`src/rtl/itof_pipe_if.sv`:
```
// rtl/itof_pipe_if.sv - operand/result handshake bundle for the int-to-float converter
interface itof_pipe_if #(
    parameter int TAG_W = 5
);
    logic             in_valid;
    logic             in_ready;
    logic [31:0]      in_data;
    logic [TAG_W-1:0] in_tag;
    logic             out_valid;
    logic             out_ready;
    logic [31:0]      out_data;
    logic [TAG_W-1:0] out_tag;

    modport slave (
        input  in_valid, in_data, in_tag, out_ready,
        output in_ready, out_valid, out_data, out_tag
    );

    modport master (
        output in_valid, in_data, in_tag, out_ready,
        input  in_ready, out_valid, out_data, out_tag
    );
endinterface

```
`src/rtl/itof_pipe.sv`:
```
// rtl/itof_pipe.sv - three-stage signed int32 to single-precision converter, round-to-nearest-even
module itof_pipe #(
    parameter int TAG_W = 5
) (
    input  logic        clk,
    input  logic        rstn,
    itof_pipe_if.slave  bus
);
    logic             r_rdy;

    logic             r1_v;
    logic             r1_sign;
    logic [31:0]      r1_mag;
    logic             r1_zero;
    logic [TAG_W-1:0] r1_tag;

    logic             r2_v;
    logic             r2_sign;
    logic [31:0]      r2_norm;
    logic [4:0]       r2_lz;
    logic             r2_zero;
    logic [TAG_W-1:0] r2_tag;

    logic             r3_v;
    logic [31:0]      r3_data;
    logic [TAG_W-1:0] r3_tag;

    logic             w_adv;
    logic             w_in_fire;
    logic [31:0]      w_mag;
    logic [4:0]       w_lz;
    logic [31:0]      w_norm;
    logic [22:0]      w_man;
    logic             w_round_up;
    logic             w_carry;
    logic [22:0]      w_man_r;
    logic [7:0]       w_exp;
    logic [31:0]      w_res;

    // Whole pipe moves together; only a held result at the output can stall it.
    assign w_adv     = !(r3_v && !bus.out_ready);
    assign w_in_fire = bus.in_valid && bus.in_ready;

    assign bus.in_ready  = w_adv && r_rdy;
    assign bus.out_valid = r3_v;
    assign bus.out_data  = r3_data;
    assign bus.out_tag   = r3_tag;

    // Two's-complement negate leaves 0x80000000 unchanged, which is the correct unsigned magnitude.
    assign w_mag = bus.in_data[31] ? (~bus.in_data + 32'd1) : bus.in_data;

    always_comb begin
        w_lz = 5'd0;
        for (int i = 0; i < 32; i++) begin
            if (r1_mag[i]) begin
                w_lz = 5'(31 - i);
            end
        end
    end

    assign w_norm = r1_mag << w_lz;

    assign w_man      = r2_norm[30:8];
    assign w_round_up = r2_norm[7] && ((|r2_norm[6:0]) || r2_norm[8]);
    assign {w_carry, w_man_r} = {1'b0, w_man} + {23'd0, w_round_up};
    assign w_exp = 8'd158 - {3'd0, r2_lz} + {7'd0, w_carry};
    assign w_res = r2_zero ? 32'd0 : {r2_sign, w_exp, w_man_r};

    always_ff @(posedge clk or negedge rstn) begin
        if (!rstn) begin
            r_rdy   <= 1'b0;
            r1_v    <= 1'b0;
            r1_sign <= 1'b0;
            r1_mag  <= '0;
            r1_zero <= 1'b0;
            r1_tag  <= '0;
            r2_v    <= 1'b0;
            r2_sign <= 1'b0;
            r2_norm <= '0;
            r2_lz   <= '0;
            r2_zero <= 1'b0;
            r2_tag  <= '0;
            r3_v    <= 1'b0;
            r3_data <= '0;
            r3_tag  <= '0;
        end else begin
            r_rdy <= 1'b1;
            if (w_adv) begin
                r1_v    <= w_in_fire;
                r1_sign <= bus.in_data[31];
                r1_mag  <= w_mag;
                r1_zero <= (bus.in_data == 32'd0);
                r1_tag  <= bus.in_tag;

                r2_v    <= r1_v;
                r2_sign <= r1_sign;
                r2_norm <= w_norm;
                r2_lz   <= w_lz;
                r2_zero <= r1_zero;
                r2_tag  <= r1_tag;

                r3_v    <= r2_v;
                r3_data <= w_res;
                r3_tag  <= r2_tag;
            end
        end
    end
endmodule

```
`src/flat_wrapper.sv`:
```
// flat-port wrapper written by rule: the top's interface ports become plain ports
module itof_pipe_flat 
#(
    parameter int TAG_W = 5
)
  (clk, rstn, bus_in_valid, bus_in_data, bus_in_tag, bus_out_ready, bus_in_ready, bus_out_valid, bus_out_data, bus_out_tag);
  itof_pipe_if #(.TAG_W(TAG_W)) bus_i ();
  input  logic clk;
  input  logic rstn;
  input wire logic [$bits(bus_i.in_valid)-1:0] bus_in_valid;
  input wire logic [$bits(bus_i.in_data)-1:0] bus_in_data;
  input wire logic [$bits(bus_i.in_tag)-1:0] bus_in_tag;
  input wire logic [$bits(bus_i.out_ready)-1:0] bus_out_ready;
  output wire logic [$bits(bus_i.in_ready)-1:0] bus_in_ready;
  output wire logic [$bits(bus_i.out_valid)-1:0] bus_out_valid;
  output wire logic [$bits(bus_i.out_data)-1:0] bus_out_data;
  output wire logic [$bits(bus_i.out_tag)-1:0] bus_out_tag;
  assign bus_i.in_valid = bus_in_valid;
  assign bus_i.in_data = bus_in_data;
  assign bus_i.in_tag = bus_in_tag;
  assign bus_i.out_ready = bus_out_ready;
  assign bus_in_ready = bus_i.in_ready;
  assign bus_out_valid = bus_i.out_valid;
  assign bus_out_data = bus_i.out_data;
  assign bus_out_tag = bus_i.out_tag;
  itof_pipe #(.TAG_W(TAG_W)) u_core (.clk(clk), .rstn(rstn), .bus(bus_i));
endmodule
```
`config.mk`:
```
export PLATFORM = sky130hd
export DESIGN_NAME = itof_pipe_flat
export DESIGN_NICKNAME = d
export VERILOG_FILES = /design/src/rtl/itof_pipe_if.sv /design/src/rtl/itof_pipe.sv /design/src/flat_wrapper.sv
export SDC_FILE = /design/constraint.sdc
export NUM_CORES = 1
export LEC_CHECK = 0
export CAP_MARGIN = 40
export CORE_ASPECT_RATIO = 0.5
export CORE_MARGIN = 4
export CORE_UTILIZATION = 45
export CTS_BUF_LIST = sky130_fd_sc_hd__clkbuf_4 sky130_fd_sc_hd__clkbuf_8
export DETAILED_ROUTE_END_ITERATION = 10
export DONT_BUFFER_PORTS = 1
export PLACE_DENSITY = 0.68
export SKIP_CTS_REPAIR_TIMING = 1
export SYNTH_ARGS = -nofsm -noshare
export SYNTH_HDL_FRONTEND = slang
export SYNTH_SLANG_ARGS = --single-unit
```
`constraint.sdc`:
```
create_clock -name clk -period 3.9 [get_ports clk]
set_input_delay 0.78 -clock clk [delete_from_list [all_inputs] [get_ports clk]]
set_output_delay 0.78 -clock clk [all_outputs]
set_load 0.1 [all_outputs]
```
==> reports/metrics.csv <==
stage,metric,value,unit
global_route,grt_pass1_wl,35.8,mm
timing,setup_violations,0,
yosys,synth_mux_area_share,9.11,%
timing,worstMarginPinSlew,0.898,ns
placed_design,portBuffers,0,
timing,slew_headroom,40.1,%
placed_design,place_inst,1119,
job,maxCapViolations,0,
worst_setup_path,worstPathArrival,3.93,ns
yosys,synth.yosys.seq_area_share,39.3,%
yosys,yosys_warnings,0,
route,drcViolationCount,0,
yosys,syn-num-nets,957,
power_and_ir_drop,power_density,815,nW/um^2
global_route,antenna_found_initial,0,
yosys,syn_area_per_cell,8.60,sq um
timing,fin_skew,0.0216,ns
global_route,track_usage,22.3,%
power_and_ir_drop,peakVddDrop,0.672,mV
timing,drv_slew,0,
cells_and_area,areaGrowthSynthToFinish,20.6,%
yosys,synthAdderAreaFrac,0.638,%
global_route,grt_overflow,0,
yosys,synth_simple_gate_area_share,19.8,%
timing,grt_setup_unrepaired,false,
route,drt_iter0_drc,615,
route,num_vias,6940,
yosys,synth_seq_cells,123,
die,die_x,195,um
die,rows,33,
worst_setup_path,cp_max_fo,24,
power_and_ir_drop,p_leak,4.08,nW
global_route,grt_pass1_vias,6660,
die,io_pins,80,
clocking,htreeDepth,4,
yosys,synth_edf_count,0,
yosys,synthFlopType,dfrtp_1,
yosys,synth-xor-area-share,5.92,%
die,dieArea,19700,sq um
route,via_per_inst,5.99,
placed_design,gp_routability_congestion,0.886,
cells_and_area,nets,963,
worst_setup_path,required,4.21,ns
clocking,clock-sinks,123,
placed_design,hpwl,15.7,mm
worst_setup_path,rr_worst_depth,9,
cells_and_area,final_cells,1158,
route,routed_wl,21.8,mm
clocking,clock_path_buffers,2,
cells_and_area,antennaDiodeCount,0,
cells_and_area,drive_gt1_share,12.7,%
die,die_y,101,um
clocking,cts-root-buf,clkbuf_8,
global_route,grt_max_degree,124,
clocking,cts_buffers,17,
worst_setup_path,critPathKind,flop to flop,
die,core_area,16700,sq um
worst_setup_path,end_kind,flop,
timing,period_needed,3.62,ns
yosys,synthCells,912,
status,status,"finished, final reports clean",
route,detail_route.first_pass.iterations,5,
route,ant_nets,0,
yosys,synth-compound-area-share,20.4,%
die,start_util,46.9,%
clocking,tritoncts,done,
timing,period_share,92.9,%
timing,fin_setup_tns,0,ns
cells_and_area,fin_util,56.5,%
timing,finalHoldViolations,0,
min_path,hold_class,input port to asynchronous set/reset pin,
timing,max_freq,276,MHz
route,wl_per_cell,18.8,um
yosys,synth_area,7840,sq um
clocking,clk_latency,0.44,ns
worst_setup_path,startpoint_type,flop,
yosys,async_flop_share,100,%
clocking,clk_pin_slew_worst_paths,0.08,ns
yosys,synth.distinct_cells,59,
cells_and_area,fillers,1453,
yosys,synth_top_family_by_area,compound AO/OA/AOI/OAI gates,
## worst max-delay path: stages (launching register included)
cell       delay (ns)
dfrtp_1          0.51
or4_1            0.62
o31a_1           0.35
a2111oi_4        0.44
buf_4            0.37
mux2i_1          0.29
o21ai_1          0.08
a22oi_1          0.38
o21ai_1          0.20
o221a_1          0.25
## where the power goes
part           internal (mW)  switching (mW)  total (mW)
logic                   1.71            2.34        4.05
clock network          0.656           0.599        1.25
registers               1.70           0.705        2.40
## cell type report
class | instances | area [sq um] | share of cell area, %
clock buffer | 18 | 241 | 2.55
clock inverter | 14 | 184 | 1.95
inverter | 14 | 52.6 | 0.556
multi-input combinational | 694 | 4410 | 46.7
sequential | 123 | 3080 | 32.6
tap | 227 | 284 | 3.00
timing repair buffer | 68 | 1200 | 12.7
## synth_stat cells (3+ instances only)
master | number | share of area (%)
nand2_1 | 171 | 8.2
dfrtp_1 | 123 | 39
clkbuf_1 | 70 | 3.4
o21ai_0 | 58 | 3.7
mux2i_1 | 50 | 6.4
nor2_1 | 47 | 2.3
xor2_1 | 37 | 4.1
nand3_1 | 32 | 2.0
a22o_1 | 31 | 3.5
a21oi_1 | 26 | 1.7
o211ai_1 | 21 | 2.0
xnor2_1 | 16 | 1.8
a22oi_1 | 15 | 1.4
nand4_1 | 15 | 1.2
inv_1 | 14 | 0.67
o21ai_1 | 14 | 0.89
o31ai_1 | 14 | 1.3
mux2_2 | 13 | 1.9
nor4_1 | 12 | 0.96
or4_1 | 12 | 1.1
nor3_1 | 11 | 0.70
and3_1 | 9 | 0.72
or3_1 | 9 | 0.72
nand2b_1 | 8 | 0.64
o41ai_1 | 7 | 0.78
buf_2 | 6 | 0.38
nor2b_1 | 6 | 0.48
a211o_1 | 5 | 0.56
a221oi_1 | 4 | 0.45
and2_1 | 4 | 0.32
ha_1 | 4 | 0.64
o21a_1 | 4 | 0.38
o221ai_1 | 4 | 0.45
a221o_1 | 3 | 0.38
mux4_2 | 3 | 0.86
## routing by layer
metal	routed length, um	GRT usage [%]	up-vias
met5	0	0	-
met4	178	4.91	0
met2	9410	33.1	277
met3	1640	4.65	12
met1	10600	33.6	3338
li1	-	-	3313
## worst paths after layout
path                                        start                  to  slack [ns]
worst max-delay path            u_core.r1_mag[22]  u_core.r2_norm[28]        0.28
worst min-delay path                         rstn   u_core.r1_mag[11]        0.03
worst max register to register  u_core.r1_mag[22]  u_core.r2_norm[28]        0.28
worst min register to register        u_core.r2_v         u_core.r2_v        0.46
max in group asynchronous                    rstn   u_core.r1_mag[23]        2.67
min in group clk                  bus_in_data[31]      u_core.r1_zero        0.45
## cell families after synthesis
group,Yosys count
AOI/OAI and AO/OA,229
xor gates and xnor gates,53
adders and majority gates,4
buffers and inverters,95
DFF,123
muxes,66
other,1
and+or+nand+nor,341
## state kept, by name, summed over array words and instances (netlist names)
register / count
u_core.r2_norm: 31
u_core.bus.out_data: 32
u_core.r2_lz: 5
u_core.r1_sign: 1
u_core.r2_zero: 1
u_core.r1_mag: 32
u_core.r1_zero: 1
u_core.r1_v: 1
u_core.r2_v: 1
u_core.bus.out_tag: 5
u_core.r2_sign: 1
u_core.r1_tag: 5
u_core.r2_tag: 5
u_core.bus.out_valid: 1
u_core.r_rdy: 1
## stage by stage
step	total power, mW	setup slack [ns]	hold WS (ns)	area [sq um]
global placement	5.37	0.409	0.447	8040
finish	7.70	0.279	0.0335	9460
floorplan	4.80	0.781	0.430	7840
global route	8.11	0.146	0.00232	9460
detailed placement	6.38	0.344	0.449	8920
CTS	7.65	0.340	0.00536	9350
## placed cells by master, fill, tap and decap left out, drive strengths merged, types with 5 or more instances in the layout
master       netlist  final
o21ai             72     72
dfrtp            123    123
nand4             15     15
nor4              12     12
mux2              13     13
or3                9      9
a211o              5      5
buf               10     63
o211ai            22     22
nor3              11     11
nand3             32     32
o41ai              7      7
a22o              31     31
clkbuf            70     18
xnor2             16     16
and3               9      9
nor2b              6      6
nand2            171    171
mux2i             50     50
or4               12     12
o31ai             14     14
nand2b             8      8
xor2              37     37
nor2              47     47
inv               14     20
a21oi             26     26
a22oi             15     15
dlygate4sd3        0      5
(Power assumes the default switching activity.)
